### config.mk
export PLATFORM = sky130hd
export DESIGN_NAME = fb_swap_ctrl
export DESIGN_NICKNAME = d
export VERILOG_FILES = /design/src/rtl/fb_pkg.sv /design/src/rtl/fb_clear_seq.sv /design/src/rtl/fb_swap_ctrl.sv
export SDC_FILE = /design/constraint.sdc
export NUM_CORES = 1
export LEC_CHECK = 0
export CAP_MARGIN = 40
export CORE_UTILIZATION = 30
export CTS_BUF_LIST = sky130_fd_sc_hd__clkbuf_8 sky130_fd_sc_hd__clkbuf_16
export CTS_CLUSTER_SIZE = 20
export DETAILED_ROUTE_END_ITERATION = 8
export PLACE_DENSITY = 0.61
export SLEW_MARGIN = 0
export SYNTH_ARGS = -nofsm -noshare
export SYNTH_HDL_FRONTEND = slang
export SYNTH_SLANG_ARGS = --single-unit
export TNS_END_PERCENT = 1
### constraint.sdc
create_clock -name clk -period 1.65 [get_ports clk]
set_input_delay 0.2475 -clock clk [delete_from_list [all_inputs] [get_ports clk]]
set_output_delay 0.2475 -clock clk [all_outputs]
set_load 0.02 [all_outputs]
### src/rtl/fb_pkg.sv
// Shared definitions for the ping-pong framebuffer swap controller:
// geometry helpers and the controller state encoding.
package fb_pkg;

  // Controller phases: clear the back bank, let the plotter draw into it,
  // then hold until the scan-out end-of-frame pulse exchanges the banks.
  typedef enum logic [1:0] {
    CLEAR     = 2'd0,
    DRAW      = 2'd1,
    WAIT_SWAP = 2'd2
  } fb_state_e;

  // Number of pixels in one bank.
  function automatic int fb_pixels(input int hor, input int ver);
    return hor * ver;
  endfunction

  // Address width needed to reach every pixel of one bank.
  function automatic int fb_addr_width(input int hor, input int ver);
    return $clog2(hor * ver);
  endfunction

endpackage

### src/rtl/fb_clear_seq.sv
// Clear-address sequencer: walks 0..PIXELS-1 while enabled and flags the
// final address so the controller knows the back bank is fully blank.
module fb_clear_seq
  import fb_pkg::*;
#(
  parameter int PIXELS     = 307200,
  parameter int ADDR_WIDTH = 19
) (
  input  logic                  clk,
  input  logic                  rst,
  input  logic                  start,
  input  logic                  en,
  output logic [ADDR_WIDTH-1:0] addr,
  output logic                  last
);

  localparam logic [ADDR_WIDTH-1:0] LAST_ADDR = ADDR_WIDTH'(PIXELS - 1);

  assign last = (addr == LAST_ADDR);

  // Address counter: restart on reset or a new clear, step while enabled,
  // and fall back to 0 after the terminal address.
  always_ff @(posedge clk) begin
    if (rst || start) begin
      addr <= '0;
    end else if (en) begin
      addr <= last ? '0 : addr + 1'b1;
    end
  end

endmodule

### src/rtl/fb_swap_ctrl.sv
// Double-buffer controller for the 1-bpp VGA framebuffer. Owns the front
// bank select, clears the back bank after every exchange, then lends the
// back-bank write port to the plotter until it reports a finished frame.
// Banks exchange only on the scan-out end-of-frame pulse, so scan-out
// never sees a partially drawn frame.
//
// Plotter handshake: a pixel write is accepted in any cycle where
// draw_valid and draw_ready are both high (zero-latency pass-through to the
// write port); draw_done is only honoured while draw_ready is high, and a
// pixel presented alongside draw_done is still written.
module fb_swap_ctrl
  import fb_pkg::*;
#(
  parameter int HOR_ACTIVE_PIXELS = 640,
  parameter int VER_ACTIVE_PIXELS = 480,
  parameter int FRAME_CNT_WIDTH   = 8,
  localparam int PIXELS     = fb_pixels(HOR_ACTIVE_PIXELS, VER_ACTIVE_PIXELS),
  localparam int ADDR_WIDTH = fb_addr_width(HOR_ACTIVE_PIXELS, VER_ACTIVE_PIXELS)
) (
  input  logic                       clk,
  input  logic                       rst,
  input  logic                       vga_swap,
  input  logic                       draw_valid,
  input  logic [ADDR_WIDTH-1:0]      draw_addr,
  input  logic                       draw_data,
  output logic                       draw_ready,
  input  logic                       draw_done,
  output logic                       wr_en,
  output logic                       wr_bank,
  output logic [ADDR_WIDTH-1:0]      wr_addr,
  output logic                       wr_data,
  output logic                       front_bank,
  output logic [FRAME_CNT_WIDTH-1:0] frame_count
);

  // One extra bit so PIXELS is representable even when it is a power of two.
  localparam logic [ADDR_WIDTH:0] PIXELS_EXT = (ADDR_WIDTH + 1)'(PIXELS);

  fb_state_e             state;
  fb_state_e             next_state;
  logic [ADDR_WIDTH-1:0] clear_addr;
  logic                  clear_last;
  logic                  swap_now;
  logic                  addr_ok;

  // Exchange happens only when a finished frame is waiting for the pulse.
  assign swap_now = (state == WAIT_SWAP) && vga_swap;
  assign addr_ok  = ({1'b0, draw_addr} < PIXELS_EXT);
  assign wr_bank  = ~front_bank;

  fb_clear_seq #(
    .PIXELS     (PIXELS),
    .ADDR_WIDTH (ADDR_WIDTH)
  ) u_clear_seq (
    .clk   (clk),
    .rst   (rst),
    .start (swap_now),
    .en    (state == CLEAR),
    .addr  (clear_addr),
    .last  (clear_last)
  );

  // Write-port mux and next-state decode; reset holds the port idle.
  always_comb begin
    next_state = state;
    wr_en      = 1'b0;
    wr_addr    = clear_addr;
    wr_data    = 1'b0;
    draw_ready = 1'b0;
    case (state)
      CLEAR: begin
        wr_en = ~rst;
        if (clear_last) next_state = DRAW;
      end
      DRAW: begin
        draw_ready = ~rst;
        wr_en      = ~rst & draw_valid & addr_ok;
        wr_addr    = draw_addr;
        wr_data    = draw_data;
        if (draw_done) next_state = WAIT_SWAP;
      end
      WAIT_SWAP: begin
        if (vga_swap) next_state = CLEAR;
      end
      default: next_state = CLEAR;
    endcase
  end

  // State, bank select and completed-swap counter.
  always_ff @(posedge clk) begin
    if (rst) begin
      state       <= CLEAR;
      front_bank  <= 1'b0;
      frame_count <= '0;
    end else begin
      state <= next_state;
      if (swap_now) begin
        front_bank  <= ~front_bank;
        frame_count <= frame_count + 1'b1;
      end
    end
  end

endmodule

**Word-level counts from Yosys, hierarchy flattened**

Index checks and enable logic that the tools add are counted.

- Bits in registers: 30
- Word-level logic and storage cells: 30

- Add/sub/neg operators: 2
- $lt $le $gt $ge: 1
- Eq/ne operators: 6
- Multiplexer cells: 9
- Bitwise operators: 4
- Reductions and logical operators: 4

Operators by type and width:

| operator | count |
|---|---|
| $mux W19 | 2 |
| $add A19 B1 Y19 const B | 1 |
| $eq A19 B19 Y1 const B | 1 |
| $lt A19 B19 Y1 const B | 1 |
| $add A8 B1 Y8 const B | 1 |
| $mux W2 | 3 |
| $ne A2 B2 Y1 const B | 3 |
| $pmux W2 S3 | 1 |
| $reduce_and A3 Y1 | 1 |
| $and A1 B1 Y1 | 2 |
| $eq A2 B1 Y1 const B | 1 |
| $eq A2 B2 Y1 const B | 1 |
| $logic_not A2 Y1 | 1 |
| $mux W1 | 2 |
| $not A1 Y1 | 2 |
| $pmux W1 S2 | 1 |
| $logic_and A1 B1 Y1 | 1 |
| $logic_or A1 B1 Y1 | 1 |

**Longest topological paths before layout**

- Word-level depth: 4
- Depth in mapped cells: 6
- Mapped depth without buffers: 5

**Hierarchy**

Synthesis repeated with hierarchy kept, for this count alone.

- Cells, all modules: 192
- Area total of the unflattened synthesis: 1714.1 um^2

By module, submodules not included:

| module | instances | cells an instance | area an instance (um^2) | sequential area each (um^2) |
|---|---|---|---|---|
| fb_clear_seq | 1 | 108 | 945.9 | 380.4 |
| fb_swap_ctrl | 1 | 84 | 768.2 | 220.2 |

**Worst setup path before layout**

OpenSTA, ideal clock, no wires.

- Path type: reg2reg
- Start: register u_clear_seq.addr[0]
- End: register u_clear_seq.addr[16]
- Library setup time: 70 ps
- Data arrival time: 1740 ps
- Data required time: 1580 ps
- Path slack: -160 ps
- Stages on the path, launching flop included: 6
- Clock period less this slack: 1810 ps
- Cell sequence: dfxtp_1 -> ha_1 -> nand4bb_4 -> or4_4 -> or3_1 -> a21oi_1

- Cells in the longest elaborated chain, start to end: 2

RTL lines:

| element | line | source |
|---|---|---|
| start: declaration | fb_clear_seq.sv:13 | `output logic [ADDR_WIDTH-1:0] addr,` |
| start signal: assignment | fb_clear_seq.sv:27 | `addr <= last ? '0 : addr + 1'b1;` |
| $add A19 B1 Y19 or $eq A19 B19 Y1 (tied branches) | fb_clear_seq.sv:27, fb_clear_seq.sv:19 |  |
| $mux W19 (*) | fb_clear_seq.sv:27 |  |

Every way passes the cells marked *; elsewhere a longest branch is shown, timed or not.
A chain may end at the register's enable or synchronous reset.

**Worst setup path after layout**

- Start: register state[0]
- End: output wr_addr[0]

- Cells in the longest elaborated chain, start to end: 2

RTL lines:

| element | line | source |
|---|---|---|
| start: declaration | fb_swap_ctrl.sv:39 | `fb_state_e state;` |
| start signal: assignment | fb_swap_ctrl.sv:96 | `state <= next_state;` |
| $eq A2 B1 Y1 | fb_swap_ctrl.sv:70 | `case (state)` |
| $mux W19 | fb_swap_ctrl.sv:70 |  |
| end: declaration | fb_swap_ctrl.sv:30 | `output logic [ADDR_WIDTH-1:0] wr_addr,` |

No other way between the ends.

==> results.md <==
Routing:
- Dividing the detail-routed wire length by the instance count gives 13.9 µm.
- In this run, the number of DRC markers left after iteration 0 of detailed routing was 45.
- The remaining antenna violation count is 0.
- The total number of vias is 1865.
- In the routed design, unresolved DRC markers number 0.
- The detailed-router iteration count before antenna repair is 4.
- Wires add up to 5280 µm.
- The via-per-instance ratio is 4.92.

Yosys:
- The average cell area after synthesis is 8.47 µm².
- The Yosys step of the flow raised 0 warnings.
- The gate count after technology mapping is 206.
- The post-synthesis instance area is 0.00174 mm².
- The portion of the post-synthesis area used by sequential elements is 34.4%.
- Ranked by total cell area, the synthesized netlist is headed by sky130_fd_sc_hd__dfxtp_1, sky130_fd_sc_hd__mux2_2, sky130_fd_sc_hd__xnor2_1, sky130_fd_sc_hd__nand2_1, sky130_fd_sc_hd__nor2_1.
- The fraction of synthesized cell area taken by the top area cell type is 34.4%.
- The register bit count reported by yosys is 30.
- The count of distinct cell types in the synthesized netlist is 43.
- When the netlist entered floorplanning its net count stood at 233.
- The cell type contributing the most total cell area after synthesis is sky130_fd_sc_hd__dfxtp_1.

Place:
- The final weighted congestion of routability-driven global placement is 0.737.
- The worst-case setup slack after placement is -774 ps.
- Detailed placement finished with a half-perimeter wire length of 3480 µm.
- During placement, the flow inserted port buffers numbering 56.

Floorplanning:
- The site row count is 27.
- The horizontal die dimension is 78.3 µm.
- The core region is 0.00554 mm².
- The vertical die dimension is 78.3 µm.
- The effective utilization at floorplan is 31.5%.
- The die covers 0.00612 mm².
- Pin placement for this block handled 57 I/O pins.

Worst setup path:
- Walking the worst path, the cells encountered are nor2b_4 > buf_12 > buf_12 > buf_16 > mux2_4 > buf_6.
- The number of buffers and inverters on the critical path is 4.
- Data arrives at the worst endpoint at 1530 ps.
- The required time of the critical path is 1400 ps.
- The register-to-register setup slack is -60 ps.
- On the critical path, the stage with the largest delay is an instance of sky130_fd_sc_hd__dfxtp_2.
- The kind of launch point of the worst setup path is a register.
- The category of the most critical setup path is register to output pin.
- The most frequent cell on the critical path is sky130_fd_sc_hd__buf_12.
- STA classifies the critical path endpoint as an output pin.
- The maximum cell stage delay along the critical path is 320 ps.
- The category of cells accounting for the largest share of critical-path delay is buffers and inverters.
- Of all nets on the critical path, the largest fanout is 5.

STA:
- The setup skew after layout is 8.04 ps.
- The final critical path time including I/O delays and setup is 1780 ps.
- After layout, the worst path uses 108% of the clock period.
- At the pin with the least slew margin, the transition time is 400 ps.
- The number of max-slew violations in the final report is 0.
- Setup repair after global routing could not meet its margin everywhere.
- The final critical-path setup slack is -128 ps.
- Measured against its own limit, the worst slew margin works out to 73.0%.
- The setup total negative slack is -2010 ps.
- The top achievable clock speed is 562 MHz.
- The hold violation count in the final report was 0.
- The final setup violation count is 24.
- The worst hold slack after final layout is 466 ps.

GRT:
- For this run the aggregate overflow at the end of global routing stands at 0.
- The initial antenna violation count is 0.
- The via count of the first global-routing pass is 1845.
- Across every metal layer, demand over resource in global routing totals 18.0%.
- Entering global routing, the biggest net connects 15 pins.
- The wire length of the first global-routing pass is 8600 µm.

Clocking:
- Counting every sink on the clock net gives 30.
- The clock-pin transition on the worst setup and hold timing paths is 70 ps.
- For this design, the CTS-stage hold fixing added 0 buffers.
- No sink is reached through more buffers than the 2 on the longest clock path.
- The clock network latency to the later pin of the worst-skew pair is 280 ps.
- The H-tree was split into 2 levels.
- The root cell of the clock tree is sky130_fd_sc_hd__clkbuf_8.
- TritonCTS built the clock tree.
- The number of buffers added by the clock tree synthesis step is 5.

Layout:
- The fraction of layout cells with a size suffix above 1 is 41.0%.
- Leaving out fill and tap cells, the most frequent cells in the layout are sky130_fd_sc_hd__buf_4, sky130_fd_sc_hd__clkdlybuf4s50_1, sky130_fd_sc_hd__nand2_1, sky130_fd_sc_hd__nor2_1, sky130_fd_sc_hd__dfxtp_1.
- The most frequent standard cell in the layout excluding fill and tap cells is sky130_fd_sc_hd__buf_4.
- The layout overhead on the synthesized area is 70.5%.
- The count of filler cells inserted in the layout is 536.
- The flip-flop and latch area is 614 µm².
- For this run, the share of the core covered by cells in the final layout is 53.7%.
- The number of nets in the final layout is 333.
- Summing all multi-input logic gate instances after layout gives 0.00118 mm².
- The number of antenna diodes in the final layout is 0.

Status:
- The flow ran to the end, but the final reports show violations.
- The checks that failed: negative setup slack.

Pwr:
- VDD sags by at most 0.000272 V.
- The leakage dissipation is 1.16 nW.
- The cell area power density is 512 mW/mm².

Hold path:
- The path type of the worst min-delay path is register to register.

Run:
- The max-capacitance violation count is 0.
-- sequential cells by signal, indices dropped and copies added, names as in the netlist --
register,flops
u_clear_seq.addr,19
state,2
frame_count,8
front_bank,1
-- cell type report --
type	count	area share, %
timing repair buffer	102	32.7
inverter	7	0.883
multi-input combinational	160	39.5
tap	72	3.03
clock buffer	6	2.78
sequential	30	20.7
clock inverter	2	0.421
-- cell usage after synthesis --
cell	count
sky130_fd_sc_hd__or3_1	8
sky130_fd_sc_hd__nand4_1	6
sky130_fd_sc_hd__xor2_1	5
sky130_fd_sc_hd__a211oi_1	2
sky130_fd_sc_hd__clkbuf_1	5
sky130_fd_sc_hd__a21oi_1	12
sky130_fd_sc_hd__a2bb2oi_1	1
sky130_fd_sc_hd__nand3_1	5
sky130_fd_sc_hd__nor4_1	4
sky130_fd_sc_hd__nor3b_1	1
sky130_fd_sc_hd__or4_1	3
sky130_fd_sc_hd__and3b_1	1
sky130_fd_sc_hd__and4_1	1
sky130_fd_sc_hd__and3_1	1
sky130_fd_sc_hd__a21o_1	2
sky130_fd_sc_hd__dfxtp_1	30
sky130_fd_sc_hd__a21oi_2	1
sky130_fd_sc_hd__nand4bb_4	1
sky130_fd_sc_hd__nor2_1	22
sky130_fd_sc_hd__xnor2_1	10
sky130_fd_sc_hd__inv_1	7
sky130_fd_sc_hd__clkbuf_2	1
sky130_fd_sc_hd__o21ai_0	12
sky130_fd_sc_hd__nand2b_1	1
sky130_fd_sc_hd__nand4bb_1	1
sky130_fd_sc_hd__or2_2	2
sky130_fd_sc_hd__o31ai_4	1
sky130_fd_sc_hd__nand3b_1	1
sky130_fd_sc_hd__ha_1	2
sky130_fd_sc_hd__nor2b_1	2
sky130_fd_sc_hd__a31oi_1	1
sky130_fd_sc_hd__nand4b_1	1
sky130_fd_sc_hd__o31ai_1	2
sky130_fd_sc_hd__nand2_1	22
sky130_fd_sc_hd__nand3_2	1
sky130_fd_sc_hd__nor3_1	4
sky130_fd_sc_hd__buf_4	1
sky130_fd_sc_hd__nand4_4	1
sky130_fd_sc_hd__o311ai_0	2
sky130_fd_sc_hd__or4_4	2
sky130_fd_sc_hd__and2_1	1
sky130_fd_sc_hd__mux2_2	15
sky130_fd_sc_hd__buf_2	2
-- worst reg2reg max path, delay by kind of cell (launching register included) --
family	cells	cell delay, ps
buffers and inverters	1	130
AOI/OAI and AO/OA	1	120
DFF	1	340
and+or+nand+nor	3	1050
-- worst paths after layout --
kind              cells after the start                                 to                    start
hold / removal                        2            front_bank$_SDFFE_PP0P_  front_bank$_SDFFE_PP0P_
setup / recovery                      6                         wr_addr[0]    state[0]$_SDFFE_PP0P_
hold reg to reg                       2            front_bank$_SDFFE_PP0P_  front_bank$_SDFFE_PP0P_
setup reg to reg                      5  u_clear_seq.addr[18]$_SDFFE_PP0N_    state[1]$_SDFFE_PP0P_
-- cell families (layout without fill, tap and decap cells) --
logic type | Yosys count | in the layout | synth area share, %
simple gates | 92 | 92 | 30.0
compound gates | 36 | 36 | 13.1
flops | 30 | 30 | 34.4
buf+inv | 16 | 117 | 3.87
xor+xnor | 15 | 15 | 7.53
mux | 15 | 15 | 9.68
fa+ha+maj | 2 | 2 | 1.43
-- metal layers --
metal	global-route usage [%]	part of all wire, %	vias to the layer above	routed length (µm)
met5	0	0	-	0
met4	8.89	2.4	0	127
met1	21.2	45	868	2370
met3	3.95	3.9	10	208
met2	30.7	49	50	2580
li1	-	-	937	-
-- per-stage QoR --
stage	instance area, µm²	total power [mW]	std cells
floorplan	1760	0.810	206
global placement	2690	0.913	364
detailed placement	2690	0.915	364
CTS	2920	1.54	379
global route	2970	1.59	379
finish	2970	1.52	379
-- power breakdown --
group          total [mW]  internal, mW  switching [mW]
clock               0.629         0.335           0.294
combinational       0.154        0.0922          0.0617
sequential          0.740         0.732         0.00805
-- repair_timing --
action                                  CTS  global route
resized for setup                       137            19
gates cloned                              3             0
endpoints found under the setup margin   38            31
setup buffers                             4             0
pin swaps                                 8             2
(Power assumes the default switching activity.)
